===== src/rtl/rv_alu_pkg.sv =====
// Shared ALU operation codes and RV32I field constants for the decoder and the encoder.
// encode_alu() builds the R/I-type word and flags requests that have no legal encoding.
package rv_alu_pkg;

    typedef enum logic [2:0] {
        ALU_ADD = 3'b000,
        ALU_SUB = 3'b001,
        ALU_AND = 3'b010,
        ALU_OR  = 3'b011,
        ALU_XOR = 3'b100,
        ALU_SLL = 3'b101,
        ALU_SRL = 3'b110,
        ALU_SLT = 3'b111
    } alu_ctrl_e;

    localparam logic [6:0] OP_RTYPE = 7'b0110011;
    localparam logic [6:0] OP_ITYPE = 7'b0010011;

    localparam logic [2:0] F3_ADD_SUB = 3'b000;
    localparam logic [2:0] F3_SLL     = 3'b001;
    localparam logic [2:0] F3_SLT     = 3'b010;
    localparam logic [2:0] F3_XOR     = 3'b100;
    localparam logic [2:0] F3_SRL     = 3'b101;
    localparam logic [2:0] F3_OR      = 3'b110;
    localparam logic [2:0] F3_AND     = 3'b111;

    localparam logic [6:0] F7_BASE = 7'b0000000;
    localparam logic [6:0] F7_SUB  = 7'b0100000;

    typedef struct packed {
        logic        illegal;
        logic [31:0] instr;
    } enc_result_t;

    function automatic enc_result_t encode_alu(
        input alu_ctrl_e   ctrl,
        input logic        is_imm,
        input logic [4:0]  rd,
        input logic [4:0]  rs1,
        input logic [4:0]  rs2,
        input logic [11:0] imm
    );
        enc_result_t res;
        logic [2:0]  f3;
        logic        is_shift;
        f3 = F3_ADD_SUB;
        case (ctrl)
            ALU_ADD, ALU_SUB: f3 = F3_ADD_SUB;
            ALU_AND:          f3 = F3_AND;
            ALU_OR:           f3 = F3_OR;
            ALU_XOR:          f3 = F3_XOR;
            ALU_SLL:          f3 = F3_SLL;
            ALU_SRL:          f3 = F3_SRL;
            ALU_SLT:          f3 = F3_SLT;
            default:          f3 = F3_ADD_SUB;
        endcase
        is_shift = (ctrl == ALU_SLL) || (ctrl == ALU_SRL);
        // No subi exists, and an I-type shift only has a 5-bit shamt.
        res.illegal = is_imm && ((ctrl == ALU_SUB) || (is_shift && (imm[11:5] != 7'd0)));
        if (is_imm) begin
            res.instr = {imm, rs1, f3, rd, OP_ITYPE};
        end else begin
            res.instr = {(ctrl == ALU_SUB) ? F7_SUB : F7_BASE, rs2, rs1, f3, rd, OP_RTYPE};
        end
        return res;
    endfunction

endpackage


===== src/rtl/enc_out_fifo.sv =====
// Two-entry valid/ready FIFO holding {instruction, address} words for the imem port.
// The head entry resets to RST_VAL so the output bus shows a defined value after reset.
module enc_out_fifo #(
    parameter int unsigned       W       = 42,
    parameter logic [W-1:0]      RST_VAL = '0
) (
    input  logic         clk,
    input  logic         rst_n,
    input  logic         clear,
    input  logic         push,
    input  logic [W-1:0] push_data,
    output logic         pop_valid,
    input  logic         pop_ready,
    output logic [W-1:0] pop_data,
    output logic [1:0]   count
);

    logic [W-1:0] mem [2];
    logic         wr_ptr;
    logic         rd_ptr;
    logic [1:0]   count_q;
    logic         pop;

    assign pop_valid = (count_q != 2'd0);
    assign pop       = pop_valid && pop_ready;
    assign pop_data  = mem[rd_ptr];
    assign count     = count_q;

    always_ff @(posedge clk or negedge rst_n) begin
        if (!rst_n) begin
            mem[0]  <= RST_VAL;
            mem[1]  <= RST_VAL;
            wr_ptr  <= 1'b0;
            rd_ptr  <= 1'b0;
            count_q <= 2'd0;
        end else if (clear) begin
            wr_ptr  <= 1'b0;
            rd_ptr  <= 1'b0;
            count_q <= 2'd0;
        end else begin
            if (push) begin
                mem[wr_ptr] <= push_data;
                wr_ptr      <= ~wr_ptr;
            end
            if (pop) begin
                rd_ptr <= ~rd_ptr;
            end
            case ({push, pop})
                2'b10:   count_q <= count_q + 2'd1;
                2'b01:   count_q <= count_q - 2'd1;
                default: count_q <= count_q;
            endcase
        end
    end

endmodule


===== src/rtl/alu_instr_encoder.sv =====
// Turns ALU-operation requests into RV32I R/I-type words tagged with sequential byte addresses.
// Illegal requests are consumed and counted but never reach the output queue.
module alu_instr_encoder
    import rv_alu_pkg::*;
#(
    parameter int unsigned ADDR_W    = 10,
    parameter int unsigned BASE_ADDR = 0,
    parameter int unsigned CNT_W     = 8
) (
    input  logic              clk,
    input  logic              rst_n,
    input  logic              clear,
    input  logic              in_valid,
    output logic              in_ready,
    input  logic [2:0]        in_aluctrl,
    input  logic              in_is_imm,
    input  logic [4:0]        in_rd,
    input  logic [4:0]        in_rs1,
    input  logic [4:0]        in_rs2,
    input  logic [11:0]       in_imm,
    output logic              out_valid,
    input  logic              out_ready,
    output logic [31:0]       out_instr,
    output logic [ADDR_W-1:0] out_addr,
    output logic              err_illegal,
    output logic [CNT_W-1:0]  err_count,
    output logic [CNT_W-1:0]  emit_count
);

    localparam logic [ADDR_W-1:0] BASE = ADDR_W'(BASE_ADDR);
    localparam int unsigned       FW   = 32 + ADDR_W;

    enc_result_t       enc;
    logic [1:0]        fifo_count;
    logic              accept;
    logic              push;
    logic [ADDR_W-1:0] addr_q;
    logic [FW-1:0]     head;

    // Ready is forced low during reset so nothing is taken while the queue is being flushed.
    assign in_ready = rst_n && (fifo_count != 2'd2) && !clear;
    assign accept   = in_valid && in_ready;
    assign enc      = encode_alu(alu_ctrl_e'(in_aluctrl), in_is_imm, in_rd, in_rs1, in_rs2, in_imm);
    assign push     = accept && !enc.illegal;

    always_ff @(posedge clk or negedge rst_n) begin
        if (!rst_n) begin
            addr_q      <= BASE;
            emit_count  <= '0;
            err_count   <= '0;
            err_illegal <= 1'b0;
        end else if (clear) begin
            addr_q      <= BASE;
            emit_count  <= '0;
            err_count   <= '0;
            err_illegal <= 1'b0;
        end else begin
            err_illegal <= accept && enc.illegal;
            if (push) begin
                addr_q <= addr_q + ADDR_W'(4);
                if (emit_count != '1) emit_count <= emit_count + CNT_W'(1);
            end
            if (accept && enc.illegal && (err_count != '1)) begin
                err_count <= err_count + CNT_W'(1);
            end
        end
    end

    enc_out_fifo #(
        .W       (FW),
        .RST_VAL ({32'd0, BASE})
    ) u_fifo (
        .clk       (clk),
        .rst_n     (rst_n),
        .clear     (clear),
        .push      (push),
        .push_data ({enc.instr, addr_q}),
        .pop_valid (out_valid),
        .pop_ready (out_ready),
        .pop_data  (head),
        .count     (fifo_count)
    );

    assign out_instr = head[FW-1:ADDR_W];
    assign out_addr  = head[ADDR_W-1:0];

endmodule


===== config.mk =====
export PLATFORM = sky130hd
export DESIGN_NAME = alu_instr_encoder
export DESIGN_NICKNAME = d
export VERILOG_FILES = /design/src/rtl/rv_alu_pkg.sv /design/src/rtl/enc_out_fifo.sv /design/src/rtl/alu_instr_encoder.sv
export SDC_FILE = /design/constraint.sdc
export NUM_CORES = 1
export LEC_CHECK = 0
export CAP_MARGIN = 5
export CORE_UTILIZATION = 40
export DETAILED_ROUTE_END_ITERATION = 10
export HOLD_SLACK_MARGIN = 0.06
export PLACE_DENSITY_LB_ADDON = 0.12
export SKIP_CTS_REPAIR_TIMING = 1
export SLEW_MARGIN = 20
export SYNTH_ARGS = -nofsm -noshare
export SYNTH_HDL_FRONTEND = slang
export SYNTH_SLANG_ARGS = --single-unit

===== constraint.sdc =====
create_clock -name clk -period 2.6 [get_ports clk]
set_input_delay 0.52 -clock clk [delete_from_list [all_inputs] [get_ports clk]]
set_output_delay 0.52 -clock clk [all_outputs]
set_load 0.005 [all_outputs]

# Word level (Yosys, flattened, before mapping)
# Memories as Yosys holds them, arrays and structs flattened.
# Index checks and enable logic that the tools add are counted.
# totals
mem_bits_rw,0
in_bits,36
wordCells,76
latch_bits,0
rom_bits,24
regBits,115
mem_count,1
out_inout_bits,61
# memory_table
memory,words,width,rd,rd_clocked_by_memory_dff,write_ports,line,rtl
(name not given),8,3,1,0,0,rv_alu_pkg.sv:47,case (ctrl)
# classes
n_mul,0
div,0
add_sub_neg,5
magnitude_cmp,3
eq_ne,8
shift,0
n_mux,22
bitwise,5
n_reduce_logical,23
# ops
operator,n
$mux W42,4
$bwmux W84,1
$demux W42 S1,1
$mux W8,5
$mux W32,1
$mux W10,2
$add A8 B1 Y8 const B,2
$ne A8 B8 Y1 const B,2
$add A10 B3 Y10 const B,1
$logic_and A1 B1 Y1,10
$reduce_bool A2 Y1,5
$reduce_bool A7 Y1,1
$eq A3 B3 Y1 const B,2
$mux W6,1
$mux W1,5
$ge A2 B2 Y1 const B,2
$not A1 Y2,2
$pmux W2 S2,1
$reduce_and A2 Y1,2
$eq A3 B1 Y1 const B,1
$not A1 Y1,3
$reduce_bool A3 Y1,1
$add A2 B1 Y2 const B,1
$eq A2 B1 Y1 const B,1
7 further kinds,9

# Logic depth before layout (Yosys ltp)
# logic_depth
depth_word,10
mapped_depth,8

# By module
# Synthesis repeated with hierarchy kept, for this count alone.
# hier_totals
hier_cells,415
area_unflattened_um2,5462.7
# by_module_without_submodules
mod,seq_area_each_um2,instances,cells_each,area_per_inst_um2
enc_out_fifo,2202.1,1,247,3910.0
alu_instr_encoder,625.6,1,168,1552.7

# Least setup slack after synthesis
# No wires, ideal clock.
# synth_path
path_type,input-to-reg
from,in in_aluctrl[0]
to,reg u_fifo.mem[64] (netlist name)
arrival_time_ns,1.914
path_buffers,1
stages,7
setup_time_ns,0.125
slack_ns,0.560
path_cell_list,inv_1 ha_1 a21oi_1 a211oi_4 nor3_4 buf_6 mux2_4
# synth_between
elab_chain_len,8
# synth_lines
element,line,rtl
from (decl),alu_instr_encoder.sv:15,"input logic [2:0] in_aluctrl,"
$eq A3 B3 Y1,rv_alu_pkg.sv:57,is_shift = (ctrl == ALU_SLL) || (ctrl == ALU_SRL);
$logic_or A1 B1 Y1,rv_alu_pkg.sv:57,
$logic_and A1 B1 Y1,rv_alu_pkg.sv:59,res.illegal = is_imm && ((ctrl == ALU_SUB) || (is_shift && (imm[11:5] != 7'd0)));
$logic_or A1 B1 Y1,rv_alu_pkg.sv:59,
$logic_and A1 B1 Y1,rv_alu_pkg.sv:59,
$logic_not A1 Y1,alu_instr_encoder.sv:44,assign push = accept && !enc.illegal;
$logic_and A1 B1 Y1,alu_instr_encoder.sv:44,
$reduce_and A2 Y1 (no line),--,
"to (signal, indexed assignment)",enc_out_fifo.sv:42,mem[wr_ptr] <= push_data;
to (decl),enc_out_fifo.sv:18,logic [W-1:0] mem [2];
# Several ways; a longest one is shown, not always the timed one.
# A chain may end at the register's enable or synchronous reset.

# Final worst setup path
# layout_path
from,in clear
to,out in_ready
# layout_between
elab_chain_len,2
# layout_lines
element,line,rtl
from (decl),alu_instr_encoder.sv:12,"input logic clear,"
$logic_not A1 Y1,alu_instr_encoder.sv:41,assign in_ready = rst_n && (fifo_count != 2'd2) && !clear;
$logic_and A1 B1 Y1,alu_instr_encoder.sv:41,
to (decl),alu_instr_encoder.sv:14,"output logic in_ready,"
# No other way between the ends.

==> results.yml <==
status:
  run_status: "finished clean"
timing:
  grt_setup_unrepaired: "no"
  drv_slew: 0
  whs_ps: 335.9
  slew-limit-headroom_pct: 56.69
  finalClockSkew_ps: 4.381
  min_period_ps: 2455
  fin_crit_sh_pct: 94.42
  final_hold_viol_count: 0
  worst-slew-pin-transition_ps: 649.7
  max_clock_freq_mhz: 407.3
  fin_setup_tns_ps: 0
  timing.final.ws_setup_ps: 145.1
  setup_viol_count_final: 0
die:
  start_util_pct: 41.14
  core.rowCount: 41
  floorplan.die_area_um2: 13440
  die_x_um: 115.9
  floorplan.die.height_um: 115.9
  placeableCoreArea_um2: 12620
  pin_count: 97
synthesis:
  post_synth_mux_area_share_pct: 29.14
  synth.cell_area_um2: 5191
  post_synth_and_or_nand_nor_area_fraction_pct: 10.75
  ys_async_sr_fraction_pct: 100.0
  post_synth_main_area_contributors: "dfrtp_1 (48%), mux2_4 (16%), mux2_2 (11%)"
  yosys_warnings: 0
  synth_compound_area_share_pct: 6.194
  largest_family_of_logic_cells_by_synthesized_area: "multiplexers"
  synthDominantCellAreaShare_pct: 47.72
  syn_inst: 393
  synth_xor_xnor_area_share_pct: 0.3374
  netlist-cell-type-count: 51
  postSynthAreaPerCell_um2: 13.21
  ys.flop_type: "dfrtp_1"
  synth-adder-area-share_pct: 1.446
  ys_ff_latch: 99
  synth.yosys.seq_area_share_pct: 47.72
  synth_enable_flop_cells: 0
  yosysTopAreaCell: "dfrtp_1"
power_and_ir_drop:
  overall_power_of_the_completed_layout_mw: 3.925
  power.ir.vdd_worst_mv: 0.3345
  power_leakage_nw: 3.001
  pwr_density_cell_nw_per_um2: 588.0
cells_and_area:
  fillCellCount: 1115
  drive_above_1_share_pct: 32.07
  post_layout_nonfiller_instances: 674
  seq_area_um2: 2479
  multi_input_comb_area_um2: 2504
  syn2layout_area_growth_pct: 28.59
  design.final.nets: 539
  insertedDiodeCount: 0
  post-route-cell-area_um2: 6675
  post-route-util_pct: 52.90
global_routing:
  first_pass_grt_wire_length_mm: 18.29
  grt_max_degree: 51
  first_global_vias: 3499
  grt_overflow_total: 0
  grtUsageTotal_pct: 17.99
  grt_antenna_before_repair: 0
detailed_routing:
  avgViaCountPerCell: 5.144
  drt-total-wl_mm: 11.52
  route.vias.total: 3467
  route.detailed.drc: 0
  drt_iter0_drc: 136
  ant_nets: 0
  drt_pre_antenna_iters: 4
  avgRoutedWirePerCell_um: 17.09
setup_path:
  crit_path_max_fanout: 20
  worst_path_buffer_plus_inverter_count: 3
  start_kind: "input pin"
  critical_path.cell_chain: "clkdlybuf4s50_1 > buf_12 > nor3b_1 > clkdlybuf4s50_1"
  slowest_stage: "clkdlybuf4s50_1"
  crit_path_frequent_cell: "clkdlybuf4s50_1"
  worst_ep_required_time_ps: 2080
  critPathCaptureType: "output pin"
  critical_path_class: "input pin to output pin"
  crit_path_max_incr_delay_ps: 540
  crit_family: "buffers and inverters"
  critPathArrivalTime_ps: 1930
cts:
  worst_skew_pair.late_latency_ps: 350
  clk_transition_reported_paths_ps: 70
  root_buffer: "clkbuf_16"
  cts.sink_count: 99
  cts_tree: "built"
  htreeDepth: 3
  cts-root-to-sink-buffers: 2
  cts_inserted_buffers: 9
placement:
  buffer_ports.inserted: 91
  placement.cell_area_um2: 6386
  placement.setup.worst_slack_ps: -185.3
  half_perimeter_wire_length_after_detailed_placement_mm: 7.760
  place.detailed.instances: 657
  globalplace.congestion: 0.8258
worst_hold_path:
  min-delay-path-class: "input pin to asynchronous set/reset pin"
flow_run:
  max_cap_violations: 0
-- kinds of logic after synthesis --
| logic type | after synthesis |
|---|---|
| AOI/OAI and AO/OA | 47 |
| xor gates and xnor gates | 2 |
| adders and majority gates | 6 |
| buffers and inverters | 35 |
| DFF | 99 |
| muxes | 116 |
| other | 1 |
| and+or+nand+nor | 87 |
-- where the power goes --
group	internal, mW	switching [mW]	leakage (nW)
sequential	1.71	0.0926	1.31
combinational	0.572	0.280	1.55
clock	0.661	0.610	0.135
total	2.94	0.983	3.00
-- worst reg2reg max path: cells and delay by family (launching register included) --
family / cells / cell delay [ps]
simple gates: 3 / 880
flops: 1 / 420
mux: 1 / 370
buf+inv: 1 / 310
-- Yosys cell counts (3+ instances only) --
library cell  instances
nor4_1                3
or4_1                 7
nor2_1                9
nand2b_1              3
nand3_1               8
and4_1                3
clkbuf_1              7
mux2_4               57
dfrtp_1              99
buf_6                 7
and2_1                8
a311oi_1              4
nand4_1               9
inv_1                 5
o21ai_0               9
o31ai_1               7
mux2i_1               6
ha_1                  6
nand2_1              13
a21oi_1              13
buf_2                 3
o311ai_0              3
buf_4                10
nor2b_1               6
a31oi_1               3
mux2_2               53
and3_1                3
-- flip-flops by register name, indices dropped and copies added (netlist names) --
| register | count |
|---|---|
| u_fifo.mem | 70 |
| u_fifo.rd_ptr | 1 |
| u_fifo.count | 2 |
| u_fifo.wr_ptr | 1 |
| err_illegal | 1 |
| emit_count | 8 |
| addr_q | 8 |
| err_count | 8 |
-- cell type report --
cell class	count	area share [%]
Clock buffer	10	3.430
Clock inverter	6	0.7498
Inverter	6	0.3374
Multi-Input combinational cell	263	37.51
Sequential cell	99	37.13
Tap cell	172	3.224
Timing Repair Buffer	118	17.62
-- cell usage in the layout, fill, tap and decap left out, drive strengths merged, types with 5 or more instances in the layout --
cell | Yosys | layout
nand2 | 13 | 13
o31ai | 7 | 7
o21ai | 9 | 9
nor2b | 6 | 6
mux2i | 6 | 6
a21oi | 13 | 13
clkdlybuf4s50 | 0 | 90
inv | 5 | 7
nand4 | 9 | 9
clkbuf | 7 | 10
conb | 1 | 5
dfrtp | 99 | 99
or4 | 7 | 7
nor2 | 9 | 9
mux2 | 110 | 110
and2 | 8 | 8
nand3 | 9 | 9
buf | 22 | 27
ha | 6 | 6
-- metal layers --
layer | GRT usage [%] | vias up | routed length (um)
met5 | 0 | - | 0
met4 | 4.103 | 0 | 91
met3 | 5.282 | 6 | 608
met1 | 25.77 | 1728 | 5677
li1 | - | 1650 | -
met2 | 26.79 | 83 | 5142
-- path summary, 6_finish.rpt --
check                           startpoint        endpoint  slack [ps]  cells past startpoint
hold / removal                       rst_n  u_fifo.mem[21]         340                      2
max in group asynchronous            rst_n  u_fifo.mem[35]        1220                      3
setup reg to reg           u_fifo.count[1]   emit_count[1]         500                      5
min in group clk            u_fifo.mem[56]  u_fifo.mem[56]         470                      1
hold reg to reg             u_fifo.mem[56]  u_fifo.mem[56]         470                      1
setup / recovery                     clear        in_ready         150                      4
No activity file was read; power rests on OpenSTA's default activity.
